### src/rtl/subservient_uart_dbg_pkg.sv
// Shared command codes, response code and FSM state types for the UART debug bridge.
package subservient_uart_dbg_pkg;

    localparam logic [7:0] CMD_WRITE = 8'h57;
    localparam logic [7:0] CMD_READ  = 8'h52;
    localparam logic [7:0] CMD_GO    = 8'h47;
    localparam logic [7:0] CMD_HALT  = 8'h48;
    localparam logic [7:0] RSP_OK    = 8'h2B;

    typedef enum logic [2:0] {
        IDLE,
        ADDR,
        DATA,
        BUS,
        RESP
    } cmd_state_t;

    typedef enum logic [1:0] {
        RX_IDLE,
        RX_START,
        RX_DATA,
        RX_STOP
    } rx_state_t;

endpackage

### src/rtl/subservient_uart_byte_rx.sv
// 8N1 byte receiver: synchronizes the serial line, times each bit from the
// start edge and flags frames whose stop bit reads low.
module subservient_uart_byte_rx
    import subservient_uart_dbg_pkg::*;
#(
    parameter int CLKS_PER_BIT = 868,
    parameter int CNT_W        = $clog2(CLKS_PER_BIT)
) (
    input  logic       i_clk,
    input  logic       i_rst,
    input  logic       i_uart_rx,
    output logic       rx_valid,
    output logic [7:0] rx_data,
    output logic       rx_frame_err
);

    localparam logic [CNT_W-1:0] BIT_END  = CNT_W'(CLKS_PER_BIT - 1);
    localparam logic [CNT_W-1:0] HALF_END = CNT_W'(CLKS_PER_BIT / 2 - 1);

    rx_state_t        state, state_n;
    logic [1:0]       sync;
    logic             rx_prev;
    logic             rx_s;
    logic [CNT_W-1:0] cnt, cnt_n;
    logic [2:0]       bit_idx, bit_idx_n;
    logic [7:0]       shreg, shreg_n;
    logic             valid_n;
    logic             err_n;

    assign rx_s    = sync[1];
    assign rx_data = shreg;

    // Two-flop synchronizer plus a delayed copy used to spot the start edge
    always_ff @(posedge i_clk) begin
        if (i_rst) begin
            sync    <= 2'b11;
            rx_prev <= 1'b1;
        end else begin
            sync    <= {sync[0], i_uart_rx};
            rx_prev <= rx_s;
        end
    end

    // Frame state, bit timer and shift register
    always_ff @(posedge i_clk) begin
        if (i_rst) begin
            state        <= RX_IDLE;
            cnt          <= '0;
            bit_idx      <= '0;
            shreg        <= '0;
            rx_valid     <= 1'b0;
            rx_frame_err <= 1'b0;
        end else begin
            state        <= state_n;
            cnt          <= cnt_n;
            bit_idx      <= bit_idx_n;
            shreg        <= shreg_n;
            rx_valid     <= valid_n;
            rx_frame_err <= err_n;
        end
    end

    // Start is re-checked at half a bit, then every bit is sampled at its centre
    always_comb begin
        state_n   = state;
        cnt_n     = cnt + 1'b1;
        bit_idx_n = bit_idx;
        shreg_n   = shreg;
        valid_n   = 1'b0;
        err_n     = 1'b0;
        case (state)
            RX_IDLE: begin
                cnt_n = '0;
                if (rx_prev && !rx_s) state_n = RX_START;
            end
            RX_START: begin
                if (cnt == HALF_END) begin
                    cnt_n     = '0;
                    bit_idx_n = '0;
                    state_n   = rx_s ? RX_IDLE : RX_DATA;
                end
            end
            RX_DATA: begin
                if (cnt == BIT_END) begin
                    cnt_n     = '0;
                    shreg_n   = {rx_s, shreg[7:1]};
                    bit_idx_n = bit_idx + 1'b1;
                    if (bit_idx == 3'd7) state_n = RX_STOP;
                end
            end
            RX_STOP: begin
                if (cnt == BIT_END) begin
                    cnt_n   = '0;
                    state_n = RX_IDLE;
                    valid_n = rx_s;
                    err_n   = !rx_s;
                end
            end
            default: state_n = RX_IDLE;
        endcase
    end

endmodule

### src/rtl/subservient_uart_dbg.sv
// UART-to-Wishbone debug bridge: parses host commands, performs single 32-bit
// bus accesses, toggles debug mode and serializes replies back to the host.
module subservient_uart_dbg
    import subservient_uart_dbg_pkg::*;
#(
    parameter int CLKS_PER_BIT = 868,
    parameter int CNT_W        = $clog2(CLKS_PER_BIT)
) (
    input  logic        i_clk,
    input  logic        i_rst,
    input  logic        i_uart_rx,
    output logic        o_uart_tx,
    output logic        o_debug_mode,
    output logic [31:0] o_wb_dbg_adr,
    output logic [31:0] o_wb_dbg_dat,
    output logic [3:0]  o_wb_dbg_sel,
    output logic        o_wb_dbg_we,
    output logic        o_wb_dbg_stb,
    input  logic [31:0] i_wb_dbg_rdt,
    input  logic        i_wb_dbg_ack,
    output logic        o_rx_err
);

    localparam logic [CNT_W-1:0] BIT_END = CNT_W'(CLKS_PER_BIT - 1);

    logic             rx_valid;
    logic [7:0]       rx_data;
    logic             rx_frame_err;

    cmd_state_t       state, state_n;
    logic [31:0]      adr_n, dat_n;
    logic             we_n, debug_n;
    logic [1:0]       byte_cnt, byte_cnt_n;
    logic [31:0]      rsp_word, rsp_word_n;
    logic [1:0]       rsp_left, rsp_left_n;

    logic             tx_load;
    logic [7:0]       tx_byte;
    logic             tx_busy;
    logic             tx_done;
    logic [CNT_W-1:0] tx_cnt;
    logic [3:0]       tx_bits;
    logic [8:0]       tx_shift;

    subservient_uart_byte_rx #(
        .CLKS_PER_BIT(CLKS_PER_BIT),
        .CNT_W       (CNT_W)
    ) u_rx (
        .i_clk       (i_clk),
        .i_rst       (i_rst),
        .i_uart_rx   (i_uart_rx),
        .rx_valid    (rx_valid),
        .rx_data     (rx_data),
        .rx_frame_err(rx_frame_err)
    );

    assign o_wb_dbg_sel = 4'hF;
    assign o_wb_dbg_stb = (state == BUS);
    assign tx_done      = tx_busy && (tx_cnt == BIT_END) && (tx_bits == 4'd0);

    // Framing errors latch until the next reset
    always_ff @(posedge i_clk) begin
        if (i_rst)             o_rx_err <= 1'b0;
        else if (rx_frame_err) o_rx_err <= 1'b1;
    end

    // Command FSM state and the registers it loads
    always_ff @(posedge i_clk) begin
        if (i_rst) begin
            state        <= IDLE;
            o_wb_dbg_adr <= '0;
            o_wb_dbg_dat <= '0;
            o_wb_dbg_we  <= 1'b0;
            o_debug_mode <= 1'b1;
            byte_cnt     <= '0;
            rsp_word     <= '0;
            rsp_left     <= '0;
        end else begin
            state        <= state_n;
            o_wb_dbg_adr <= adr_n;
            o_wb_dbg_dat <= dat_n;
            o_wb_dbg_we  <= we_n;
            o_debug_mode <= debug_n;
            byte_cnt     <= byte_cnt_n;
            rsp_word     <= rsp_word_n;
            rsp_left     <= rsp_left_n;
        end
    end

    // Decode commands, collect operands, run the bus cycle and feed reply bytes
    always_comb begin
        state_n    = state;
        adr_n      = o_wb_dbg_adr;
        dat_n      = o_wb_dbg_dat;
        we_n       = o_wb_dbg_we;
        debug_n    = o_debug_mode;
        byte_cnt_n = byte_cnt;
        rsp_word_n = rsp_word;
        rsp_left_n = rsp_left;
        tx_load    = 1'b0;
        tx_byte    = RSP_OK;
        case (state)
            IDLE: begin
                if (rx_valid) begin
                    case (rx_data)
                        CMD_WRITE: begin we_n = 1'b1; state_n = ADDR; end
                        CMD_READ:  begin we_n = 1'b0; state_n = ADDR; end
                        CMD_GO:    begin debug_n = 1'b0; tx_load = 1'b1; rsp_left_n = '0; state_n = RESP; end
                        CMD_HALT:  begin debug_n = 1'b1; tx_load = 1'b1; rsp_left_n = '0; state_n = RESP; end
                        default: ;
                    endcase
                end
            end
            ADDR: begin
                if (rx_valid) begin
                    adr_n      = {rx_data, o_wb_dbg_adr[31:8]};
                    byte_cnt_n = byte_cnt + 1'b1;
                    if (byte_cnt == 2'd3) state_n = o_wb_dbg_we ? DATA : BUS;
                end
            end
            DATA: begin
                if (rx_valid) begin
                    dat_n      = {rx_data, o_wb_dbg_dat[31:8]};
                    byte_cnt_n = byte_cnt + 1'b1;
                    if (byte_cnt == 2'd3) state_n = BUS;
                end
            end
            BUS: begin
                if (i_wb_dbg_ack) begin
                    tx_load    = 1'b1;
                    rsp_left_n = '0;
                    state_n    = RESP;
                    if (!o_wb_dbg_we) begin
                        tx_byte    = i_wb_dbg_rdt[7:0];
                        rsp_word_n = {8'h00, i_wb_dbg_rdt[31:8]};
                        rsp_left_n = 2'd3;
                    end
                end
            end
            RESP: begin
                if (tx_done) begin
                    if (rsp_left != 2'd0) begin
                        tx_load    = 1'b1;
                        tx_byte    = rsp_word[7:0];
                        rsp_word_n = {8'h00, rsp_word[31:8]};
                        rsp_left_n = rsp_left - 1'b1;
                    end else begin
                        state_n = IDLE;
                    end
                end
            end
            default: state_n = IDLE;
        endcase
    end

    // TX serializer; a new byte may load on the last stop-bit cycle for gapless replies
    always_ff @(posedge i_clk) begin
        if (i_rst) begin
            o_uart_tx <= 1'b1;
            tx_busy   <= 1'b0;
            tx_cnt    <= '0;
            tx_bits   <= '0;
            tx_shift  <= '1;
        end else if (tx_load) begin
            o_uart_tx <= 1'b0;
            tx_shift  <= {1'b1, tx_byte};
            tx_bits   <= 4'd9;
            tx_cnt    <= '0;
            tx_busy   <= 1'b1;
        end else if (tx_busy) begin
            if (tx_cnt == BIT_END) begin
                tx_cnt <= '0;
                if (tx_bits == 4'd0) begin
                    tx_busy <= 1'b0;
                end else begin
                    o_uart_tx <= tx_shift[0];
                    tx_shift  <= {1'b1, tx_shift[8:1]};
                    tx_bits   <= tx_bits - 1'b1;
                end
            end else begin
                tx_cnt <= tx_cnt + 1'b1;
            end
        end
    end

endmodule
### config.mk
export PLATFORM = sky130hd
export DESIGN_NAME = subservient_uart_dbg
export DESIGN_NICKNAME = d
export VERILOG_FILES = /design/src/rtl/subservient_uart_dbg_pkg.sv /design/src/rtl/subservient_uart_byte_rx.sv /design/src/rtl/subservient_uart_dbg.sv
export SDC_FILE = /design/constraint.sdc
export NUM_CORES = 1
export LEC_CHECK = 0
export ABC_AREA = 1
export CORE_MARGIN = 2
export CORE_UTILIZATION = 40
export DETAILED_ROUTE_END_ITERATION = 16
export GPL_ROUTABILITY_DRIVEN = 0
export HOLD_SLACK_MARGIN = 0.15
export PLACE_DENSITY = 0.73
export SYNTH_ARGS = -nofsm -noshare
export SYNTH_HDL_FRONTEND = slang
export SYNTH_SLANG_ARGS = --single-unit
export TNS_END_PERCENT = 20
### constraint.sdc
create_clock -name i_clk -period 1.55 [get_ports i_clk]
set_input_delay 0.155 -clock i_clk [delete_from_list [all_inputs] [get_ports i_clk]]
set_output_delay 0.155 -clock i_clk [all_outputs]
set_load 0.005 [all_outputs]
==> metrics.yaml, run 1 <==
worst_setup_path:
  slowest_delay_ns: 0.35
  start_kind: "flop"
  crit_path_frequent_cell: "nor2_4"
  crit_type: "flop to flop"
  cp_max_fo: 6
  reg2reg_from: "tx_cnt[1]"
  arrival_ns: 1.89
  r2r_slack_ns: -0.04
  slowest_stage: "dfxtp_2"
  cp.required_ns: 1.85
  end_kind: "flop"
  r2r_end: "tx_shift[7]"
  worstPathCellList: "ha_4, nand2_2, nor2_4, inv_2, nor2_4, nand4_4, buf_4, nand3_4, inv_4, nand2_1, nand3_1"
  r2r_cells: 11
clocking:
  htree_levels: 4
  cts_sinks: 150
  cts_made_buffers: 17
  clock_tree.root_cell: "clkbuf_16"
  cts_buffer_depth: 2
  worstSkewPairLatency_ns: 0.42
  cts_tree: "built"
  clk_pin_slew_worst_paths_ns: 0.06
floorplanning:
  die_w_um: 129
  rows: 45
  ios: 109
  die-area_mm2: 0.0167
  start_util_pct: 41.2
  design.core.area_mm2: 0.0153
  die_h_um: 129
timing:
  period_minus_slack_ns: 1.59
  fmax_mhz: 627
  grt_setup_unrepaired: "yes"
  post-route-worst-setup-slack_ns: -0.0441
  setup_viol: 29
  finalHoldViolCount: 0
  clock_skew_ns: 0.00800
  whs_ns: 0.297
  final.setup.tns_ns: -0.677
  fin_crit_sh_pct: 103
  maxSlewViolCount: 0
place:
  dp.cells: 1196
  place_hpwl_mm: 10.4
  placed_cell_area_mm2: 0.00796
  io_buffers: 104
  post-place-ws_ns: -0.135
grt:
  first_global_vias: 5368
  grt_pass1_wl_mm: 24.8
  track_usage_pct: 18.3
  grt_start_max_net_pins: 47
  antenna_found_initial: 0
  grt_overflow_total: 0
synthesis:
  yosysWarnings: 0
  synth.avg_cell_area_um2: 7.34
  yosysTopAreaCell: "dfxtp_1"
  yosysUniqueCellTypes: 42
  netlist_area_mm2: 0.00629
  synth_top_cells_by_count: "nor2_1, dfxtp_1, nand2_1, o21ai_0, inv_1"
  synthArstFlopShare_pct: 0
  yosys.cell_count.top_type: "nor2_1"
  synth-main-ff-cell: "dfxtp_1"
  postSynthCellCount: 857
  synthTopCellsByArea: "dfxtp_1, nor2_1, nand2_1"
  ys_seq_area_share_pct: 47.8
  synth_top_area_share_pct: 47.8
  ys_ff_latch: 150
  synth_edf_count: 0
cells_and_area:
  layout.cells.non_filler: 1239
  utilization_pct: 58.3
  drive_above_1_share_pct: 19.0
  diodes: 0
  nFillCells: 1352
  finalInstanceArea_mm2: 0.00889
  nNetsFinal: 1059
  syn_to_final_growth_pct: 41.4
detailed_routing:
  firstDrtPassIters: 4
  via_per_inst: 4.75
  wl_mm: 15.5
  drc: 0
  first_iter_violations: 398
  wl_per_cell_um: 12.5
  vias: 5883
  ant_nets: 0
hold_path:
  min_to: "u_rx.sync[0]"
  min_path_type: "input port to flop"
  holdPathStages: 2
  hp-start: "i_uart_rx"
outcome:
  violations: "setup timing"
  outcome: "finished, violations left"
flow_run:
  max-cap-violations: 0
power:
  power.density_mw_per_mm2: 898
  ir_drop_mv: 0.719
  finalPower_mw: 7.98
  p_leak_nw: 3.89
==> cell usage in the layout, fill, tap and decap left out, types with 4 or more instances in the layout <==
cell	synthesis	final
nand3_1	36	29
nand4_1	8	8
or2_2	4	4
o21ai_1	6	11
a21oi_2	5	7
nand3_2	2	6
a21oi_1	45	43
ha_1	8	5
nand2_2	2	7
o21ai_0	104	96
dfxtp_1	150	138
xor2_1	9	9
inv_1	50	47
buf_6	2	6
nor2_2	2	12
nor2_1	201	187
inv_6	0	7
nor2_4	2	6
buf_4	7	56
conb_1	1	4
clkdlybuf4s50_1	0	103
nand3_4	1	4
buf_12	0	6
nor3_1	9	7
dfxtp_2	0	10
nand2_1	143	136
clkbuf_16	0	18
inv_2	10	12
==> layout make-up <==
cell class	count	area [um^2]	area share, %
multi-input cells	611	3130	35.2
inverters	61	239	2.69
flip-flops and latches	150	3020	34.0
well taps	211	264	2.97
clock buffers	18	439	4.94
clock inverters	14	113	1.27
repair buffers	174	1680	18.9
==> registers in the layout, indices dropped and copies added, names as in the netlist, 3 cells and up, named ones only <==
register	cells
tx_bits	4
state	3
o_wb_dbg_adr	32
u_rx.cnt	10
tx_shift	8
u_rx.bit_idx	3
rsp_word	24
o_wb_dbg_dat	32
u_rx.rx_data	8
tx_cnt	10
==> metal layers <==
metal	global-route usage [%]	share of wire, %
met3	4.62	4.2
met2	30.5	49
met4	5.43	1.1
met1	23.5	46
met5	0	0
==> worst max-delay path: cells and delay by family, from the launching register on <==
kind                       cells  cell delay [ns]
and+or+nand+nor                7             0.68
buffers and inverters          3             0.29
DFF                            1             0.35
adders and majority gates      1             0.14
==> timing repair <==
item / CTS / global route
gates resized for setup: 13 / 74
setup buffers: 3 / 6
setup endpoints to repair: 37 / 80
pin swaps: 8 / 12
hold buffers: 0 / 0
gates cloned: 0 / 2
==> cell families (layout without fill, tap and decap cells) <==
| group | after synthesis | after routing | synth area share, % |
|---|---|---|---|
| AND/OR/NAND/NOR | 420 | 420 | 28.5 |
| AO/OA/AOI/OAI | 168 | 168 | 13.9 |
| flip-flops | 150 | 150 | 47.8 |
| buffers and inverters | 99 | 267 | 6.69 |
| XOR/XNOR | 11 | 11 | 1.53 |
| adder cells (fa/ha/maj) | 8 | 8 | 1.59 |
| other | 1 | 4 | 0.0596 |
==> where the power goes <==
part | internal (mW) | switching, mW
Sequential | 3.86 | 0.00634
Clock | 2.13 | 1.73
Combinational | 0.133 | 0.123
Total | 6.12 | 1.85
==> worst max path at each step <==
| stage | slack [ns] | from | end |
|---|---|---|---|
| floorplan | 0.005 | tx_cnt[1] | rsp_word[16] |
| global placement | -0.03 | tx_bits[0] | state[2] |
| detailed placement | -0.14 | tx_bits[0] | state[2] |
| CTS | -0.05 | tx_cnt[1] | tx_bits[1] |
| global route | -0.15 | tx_cnt[1] | tx_bits[1] |
| finish | -0.04 | tx_cnt[1] | tx_shift[7] |
No activity file was read; power rests on OpenSTA's default activity.
==> run 2, diff against run 1 <==
PLACE_DENSITY = 0.72   (was 0.73)
SYNTH_HIERARCHICAL = 1   (was unset)
==> run 2 against run 1 <==
Net effect: power up 1.9%; wire length is 8.6% higher; the flow still finishes with violations (setup timing); global-route usage rose by 0.11 points; cell count up 5.5%; largest power group is now the clock network; first-iteration DRC count shrank 8.5%; die area up 4.3%; maximum frequency is 0.21% higher.
==> metrics.yaml, run 2 <==
timing:
  grt_setup_unrepaired: "yes"
  fmax_mhz: 629
  setup_viol: 25
  finalHoldViolCount: 0
  period_minus_slack_ns: 1.59
  maxSlewViolCount: 0
  post-route-worst-setup-slack_ns: -0.0408
  fin_crit_sh_pct: 103
  clock_skew_ns: 0.0104
synthesis:
  yosysWarnings: 6
  synth_top_area_share_pct: 45.7
  synthTopCellsByArea: "dfxtp_1, nor2_1, nand2_1"
  synthArstFlopShare_pct: 0
  postSynthCellCount: 903
  synth.avg_cell_area_um2: 7.27
  synth-main-ff-cell: "dfxtp_1"
  ys_seq_area_share_pct: 45.7
  yosysUniqueCellTypes: 40
  synth_top_cells_by_count: "nor2_1, dfxtp_1, nand2_1, o21ai_0, inv_1"
  yosysTopAreaCell: "dfxtp_1"
  synth_edf_count: 0
  ys_ff_latch: 150
  yosys.cell_count.top_type: "nor2_1"
  netlist_area_mm2: 0.00657
cells_and_area:
  top_regs: "o_wb_dbg_adr: 32 flops, o_wb_dbg_dat: 32 flops, rsp_word: 24 flops"
  multi_input_area_mm2: 0.00341
  layout_commonest_cell: "nor2_1"
  syn_to_final_growth_pct: 43.3
  diodes: 0
  utilization_pct: 59.0
  layout_common_cells: "nor2_1, dfxtp_1, nand2_1"
  nNetsFinal: 1122
  nFillCells: 1435
  drive_above_1_share_pct: 22.7
  seq_area_mm2: 0.00302
power:
  intPower_mw: 6.25
  power.density_mw_per_mm2: 863
  comb_power_share_pct: 3.5
  clock_power_share_pct: 48.9
  finalPower_mw: 8.13
  p_sw_share_pct: 23.1
  ir_drop_mv: 0.686
  seqPwrFrac_pct: 47.6
  power.switching_mw: 1.88
  p_leak_nw: 4.19
clocking:
  worstSkewPairLatency_ns: 0.43
  clk_pin_slew_worst_paths_ns: 0.06
  cts_tree: "built"
  cts_made_buffers: 17
  cts_buffer_depth: 2
  clock_tree.root_cell: "clkbuf_16"
  htree_levels: 4
  cts_sinks: 150
  hold_buffers: 0
detailed_routing:
  first_iter_violations: 364
  drc: 0
  wl_mm: 16.8
  firstDrtPassIters: 4
  ant_nets: 0
  via_per_inst: 4.80
  wl_per_cell_um: 12.9
  vias: 6280
worst_setup_path:
  path_buf_inv: 3
  cp_max_fo: 8
  start_kind: "flop"
  slowest_stage: "dfxtp_4"
  arrival_ns: 1.91
  r2r_slack_ns: -0.04
  end_kind: "flop"
  worstPathCellList: "buf_6, nor2_4, nand2_2, nor2_4, nand3_2, nand2_1, inv_2, nand2_4, buf_6, nor2_1, nor2_1, nand2_1"
  cp.required_ns: 1.86
  critical_path.top_delay_family: "simple AND/OR/NAND/NOR gates"
  slowest_delay_ns: 0.35
  crit_type: "flop to flop"
floorplanning:
  design.core.area_mm2: 0.0159
  die_w_um: 132
  die-area_mm2: 0.0175
  die_h_um: 132
  start_util_pct: 41.2
  ios: 109
  rows: 46
grt:
  grt_overflow_total: 0
  grt_pass1_wl_mm: 26.9
  antenna_found_initial: 0
  first_global_vias: 5788
  track_usage_pct: 18.4
  grt_start_max_net_pins: 97
flow_run:
  max-cap-violations: 0
hold_path:
  min_path_type: "input port to flop"
place:
  place_hpwl_mm: 10.7
  io_buffers: 104
outcome:
  violations: "setup timing"
  outcome: "finished, violations left"
[run 2: changes by cell type after synthesis, sizes merged, moves of 3 or more]
cell	previous run	this run
nand2	146	149
nor2	205	241
inv	60	69
nor3	11	8
a21oi	50	47
[run 2: worst register-to-register path, stage by stage (launching register included)]
cell     delay (ns)
dfxtp_4        0.35
buf_6          0.13
nor2_4         0.09
nand2_2        0.08
nor2_4         0.13
nand3_2        0.09
nand2_1        0.09
inv_2          0.08
nand2_4        0.08
buf_6          0.14
nor2_1         0.05
nor2_1         0.11
nand2_1        0.06
[run 2: worst paths after layout]
path                                    from           end  cells past startpoint
worst max-delay path                state[2]   tx_shift[5]                     12
worst min-delay path               i_uart_rx  u_rx/sync[0]                      2
worst max register to register      state[2]   tx_shift[5]                     12
worst min register to register  u_rx/sync[0]  u_rx/sync[1]                      1
[run 2: cell families after synthesis]
family / Yosys count / share of synthesized area [%]
xor+xnor: 12 / 1.60
compound gates: 162 / 13.3
flops: 150 / 45.7
simple gates: 459 / 30.5
fa+ha+maj: 8 / 1.52
other cells: 1 / 0.0571
buf+inv: 111 / 7.33
[run 2: cell type report]
cell class                      count  area share [%]
Timing Repair Buffer              191            19.7
Multi-Input combinational cell    646            36.2
Clock inverter                     15            1.52
Inverter                           72            3.07
Sequential cell                   150            32.1
Tap cell                          216            2.87
Clock buffer                       17            4.52
[run 2: repair_timing]
action,4_1_cts,5_1_grt
buffers inserted,10,3
gates resized for setup,25,98
cloned,1,3
pin swaps,4,43
setup endpoints to repair,44,108
[run 2: per-layer routing]
| layer | vias to the layer above | global-route usage [%] | part of all wire, % |
|---|---|---|---|
| met2 | 136 | 29.4 | 47 |
| met3 | 20 | 6.42 | 6.2 |
| met1 | 2885 | 23.5 | 45 |
| met4 | 0 | 5.43 | 1.2 |
| li1 | 3239 | - | - |
| met5 | - | 0 | 0 |
[run 2: power groups by stage]
stage	clock network [mW]	registers, mW	logic (mW)
6_report	3.97	3.87	0.286
2_1_floorplan	0	3.96	0.132
3_3_place_gp	0	3.96	0.272
4_1_cts	4.07	3.87	0.275
5_1_grt	4.24	3.87	0.314
3_5_place_dp	0	3.96	0.272
[run 2: metrics by stage]
| stage | setup slack [ns] | area (um^2) | instances | setup TNS (ns) | hold WS (ns) |
|---|---|---|---|---|---|
| after floorplan | -0.00690 | 6590 | 906 | -0.0342 | 0.224 |
| after global routing | -0.168 | 9410 | 1307 | -5.34 | 0.297 |
| after CTS | -0.0987 | 9020 | 1301 | -0.309 | 0.289 |
| after global placement | -0.176 | 8280 | 1258 | -4.10 | 0.398 |
| final | -0.0408 | 9410 | 1307 | -0.434 | 0.304 |
| after detailed placement | -0.145 | 8280 | 1258 | -4.39 | 0.397 |
==> RTL edit 1: new RTL, settings of run 1 <==
Encoding of `cmd_state_t`: now one-hot (5 bits for 5 states).
--- a/src/rtl/subservient_uart_dbg_pkg.sv
+++ b/src/rtl/subservient_uart_dbg_pkg.sv
@@ -9,8 +9,8 @@
 
-    typedef enum logic [2:0] {
-        IDLE,
-        ADDR,
-        DATA,
-        BUS,
-        RESP
+    typedef enum logic [4:0] {
+        IDLE = 5'b00001,
+        ADDR = 5'b00010,
+        DATA = 5'b00100,
+        BUS  = 5'b01000,
+        RESP = 5'b10000
     } cmd_state_t;
Formal check against the unedited RTL: no difference found for any inputs over 10 cycles, from zero or initial values and one cycle with i_rst high; not proved beyond that.
==> RTL edit 1 against run 1 <==
The run still ends with setup timing left. Setup slack got worse by 0.052 ns. Routed wire length increased by 1.1%. Final area increased by 1.5%. Sequential cell count increased by 2. Critical path type unchanged. Area after synthesis increased by 3.9%.
Power is not compared: it rests on default switching activity, and its combinational part moved more than twofold at a synthesized area within 25%.
==> RTL edit 1: results <==
[detailed_routing]
viasPerCell = 4.73
wl_microns = 15700
first_iter_violations = 378
firstDrtPassIters = 5
via_count = 5898

[place]
dp_cells = 1209
hpwl_microns = 10900
placedInstanceArea_sq_um = 8250
pre_cts_ws_ns = -0.108

[clock_tree]
cts_setup_buffers = 4
ctsResizeCount = 25
htreeDepth = 4
worstSkewPairLatency_ns = 0.43

[yosys]
synthCells = 861
synth_xor_area_share_pct = 1.34
synthAdderAreaFrac_pct = 1.53
ys_types = 43
yosysSeqAreaShare_pct = 46.6
yosys-top-cells-area = "dfxtp_1, nor2_1, nand2_1, o21ai_0, a21oi_1"
synth_common_cells = "nor2_1, dfxtp_1, nand2_1"
synth_compound_area_share_pct = 14.8
yosys_most_used_dff = "dfxtp_1"

[floorplanning]
fp.coreArea_sq_um = 15900

[min_path]
hold_class = "in2reg"
hold_depth = 3
hp-start = "i_wb_dbg_rdt[30]"
worstHoldEndpoint = "rsp_word[22]$_SDFFE_PP0P_"

[global_routing]
grt_antenna_before_repair = 0
grt_start_max_net_pins = 57
grtUsageTotal_pct = 18.2
grt_pass1_wl_microns = 26300
grt_pass1_vias = 5569

[setup_path]
reg2reg_depth = 10
arrival_ns = 1.96
crit_path_max_fanout = 7
cp-endpoint = "tx_cnt[5]$_SDFFE_PP0P_"

[final_layout]
signal_buffers = 172
drive_gt1_share_pct = 18.9
multi_input_cells = 601
top_regs = "o_wb_dbg_adr x32, o_wb_dbg_dat x32, rsp_word x24"
seq_cells = 152
nClkBuffers = 19
ff_latch_area_sq_um = 3050
inv_count = 74
nFillCells = 1447
area_delta_synth_final_pct = 38.2
clock_area_share_pct = 6.42
nonClkBufAreaFrac_pct = 18.2
finalNetCount = 1062
multi_input_area_share_pct = 35.3

[run_status]
status = "finished, violations left"
violations = "setup timing"

[power_and_ir_drop]
internal_power_mw = 6.78
leakage_nw = 3.85
p_comb_share_pct = 11.8

[sta]
fin_ws_ns = -0.0959
fin_tns_setup_ns = -2.19
hold_ws_ns = 0.292
finalSetupViolCount = 39
clock_skew_ns = 0.0138
[RTL edit 1: changes by cell type in the layout (fill, tap and decap cells not counted), sizes merged, moves of 4 or more]
cell / before / now
a21oi: 50 / 58
nand3: 39 / 35
nor2: 205 / 190
nor3b: 0 / 4
inv: 69 / 80
nand2: 146 / 138
[RTL edit 1: worst reg2reg max path: cells and delay by family, from the launching register on]
family	cells	cell delay (ns)
adders and majority gates	1	0.15
and+or+nand+nor	8	0.96
buffers and inverters	1	0.06
DFF	1	0.35
[RTL edit 1: cell families (layout without fill, tap and decap cells)]
logic type	after synthesis	in the layout
adders and majority gates	8	8
xor gates and xnor gates	10	10
DFF	152	152
AOI/OAI and AO/OA	180	180
other	1	4
and+or+nand+nor	398	399
buffers and inverters	112	278
[RTL edit 1: per-layer routing]
layer  up-vias  GRT usage, %  routed length [microns]
li1       3103             -                        -
met1      2704          23.1                     7300
met2        74          30.1                     7590
met3        17          4.54                      524
met4         0          6.88                      259
met5         -             0                        0
==> RTL edit 2: new RTL, settings of run 1 <==
Without the edit above. `CLKS_PER_BIT` is set to 868 in 2 places; all go to 1736.
--- a/src/rtl/subservient_uart_byte_rx.sv
+++ b/src/rtl/subservient_uart_byte_rx.sv
@@ -5,3 +5,3 @@
 #(
-    parameter int CLKS_PER_BIT = 868,
+    parameter int CLKS_PER_BIT = 1736,
     parameter int CNT_W        = $clog2(CLKS_PER_BIT)
--- a/src/rtl/subservient_uart_dbg.sv
+++ b/src/rtl/subservient_uart_dbg.sv
@@ -5,3 +5,3 @@
 #(
-    parameter int CLKS_PER_BIT = 868,
+    parameter int CLKS_PER_BIT = 1736,
     parameter int CNT_W        = $clog2(CLKS_PER_BIT)
Formal check against the unedited RTL: same outputs for any inputs over 10 cycles, from zero or initial values and one cycle with i_rst high; that may be too few to reach the edited logic, so the function may still have changed.
==> RTL edit 2 against run 1 <==
The run still ends with setup timing left. Global-route usage increased by 0.64 points. Final area increased by 3.9%. Routed wire length increased by 7.1%. Area after synthesis increased by 2.7%. Power increased by 4.3%. Sequential cell count increased by 2. Sequential share of layout area decreased by 0.88 points. Synthesized cell count increased by 3.5%. Setup slack got worse by 0.013 ns. Worst hold slack got worse by 0.017 ns. Critical path type unchanged. Critical endpoint is now tx_shift[1]$_SDFFE_PP1P_. Largest cell class unchanged. Highest routed layer unchanged.
==> RTL edit 2: results <==
[global_routing]
grt_util_met3_pct = 6.94
grt_pass1_vias = 5741
grt_antenna_before_repair = 0
use_met1_pct = 24.2
grtUsageTotal_pct = 18.9
grt_pass1_wl_microns = 26100
grt_start_max_net_pins = 51
grtUsageMet2_pct = 29.8

[yosys]
yosysSeqAreaShare_pct = 47.1
yosys-top-cells-area = "dfxtp_1, nor2_1, nand2_1, o21ai_0, a21oi_1"
yosys_most_used_dff = "dfxtp_1"
ys_types = 38
async_reset_ff_share_pct = 0
synth_common_cells = "nor2_1, dfxtp_1, nand2_1"

[final_layout]
drive_gt1_share_pct = 20.3
fin_area_sq_um = 9240
top_regs = "o_wb_dbg_adr x32, o_wb_dbg_dat x32, rsp_word x24"
finalNetCount = 1100
antenna_cells = 0

[run_status]
violations = "setup timing"
status = "finished, violations left"

[setup_path]
arrival_ns = 1.92
crit_path_max_fanout = 5

[power_and_ir_drop]
peakVddDrop_uv = 797
leakage_nw = 4.04

[detailed_routing]
wl_microns = 16600
via_count = 6217
first_iter_violations = 421
firstDrtPassIters = 7

[place]
placedInstanceArea_sq_um = 8150
io_buffers = 104
pre_cts_ws_ns = -0.112
hpwl_microns = 10800

[sta]
clock_skew_ns = 0.0141
fin_ws_ns = -0.0571
finalSetupViolCount = 17

[clock_tree]
worstSkewPairLatency_ns = 0.44
clk_pin_slew_ns = 0.07
## RTL edit 2: kinds of logic (layout without fill, tap and decap cells)
group                      count (synthesis)  after routing  share of synthesized area, %
AOI/OAI and AO/OA                        175            175                          14.0
xor gates and xnor gates                   9              9                          1.22
adders and majority gates                  7              7                          1.36
buffers and inverters                    107            286                          7.11
DFF                                      152            152                          47.1
other                                      1              4                        0.0581
and+or+nand+nor                          436            437                          29.1
## RTL edit 2: critical path, stage by stage (launching register included)
cell     delay, ns
dfxtp_1       0.33
inv_1         0.08
nor2_1        0.19
nand2_1       0.10
nand2_1       0.12
nand3_2       0.11
nand2_1       0.10
inv_2         0.04
buf_6         0.12
nand3_4       0.11
inv_2         0.07
nand2_1       0.06
nand3_1       0.07
## RTL edit 2: layout make-up
class	instances	area, sq um
clock buffers	18	439
clock inverters	14	151
fillers	1391	6590
inverters	68	268
multi-input cells	632	3240
flip-flops and latches	152	3060
well taps	216	270
repair buffers	186	1810
## RTL edit 2: where the power goes
part           total [mW]  internal [mW]  switching (mW)
clock                4.15           2.32            1.83
sequential           3.92           3.91         0.00688
combinational       0.255          0.133           0.122
## RTL edit 2: path summary, 6_finish.rpt
path | from | end | slack (ns) | cells after the start
hold / removal | i_uart_rx | u_rx.sync[0]$_SDFF_PP1_ | 0.28 | 2
setup reg to reg | u_rx.rx_data[3]$_SDFFE_PP0P_ | tx_shift[1]$_SDFFE_PP1P_ | -0.06 | 12
hold reg to reg | u_rx.sync[1]$_SDFF_PP1_ | u_rx.rx_frame_err$_SDFF_PP0_ | 0.44 | 1
setup / recovery | u_rx.rx_data[3]$_SDFFE_PP0P_ | tx_shift[1]$_SDFFE_PP1P_ | -0.06 | 12
## RTL edit 2: layer usage
metal  wire [microns]  up-vias
li1                 -     3224
met1             7560     2844
met2             7760      127
met3             1050       22
met4              233        0
met5                0        -
## RTL edit 2: timing repair
action / in CTS / in global routing
gates resized for setup: 33 / 82
pin swaps: 11 / 30
setup endpoints to repair: 46 / 108
cloned: 1 / 3
setup buffers: 6 / 4
## RTL edit 2: stage by stage
stage	TNS [ns]	hold WS, ns	instances
finish	-0.396	0.280	1286
global route	-6.79	0.268	1286
CTS	-0.0398	0.269	1279
detailed placement	-1.28	0.410	1240
global placement	-0.223	0.399	1240
floorplan	0	0.259	890
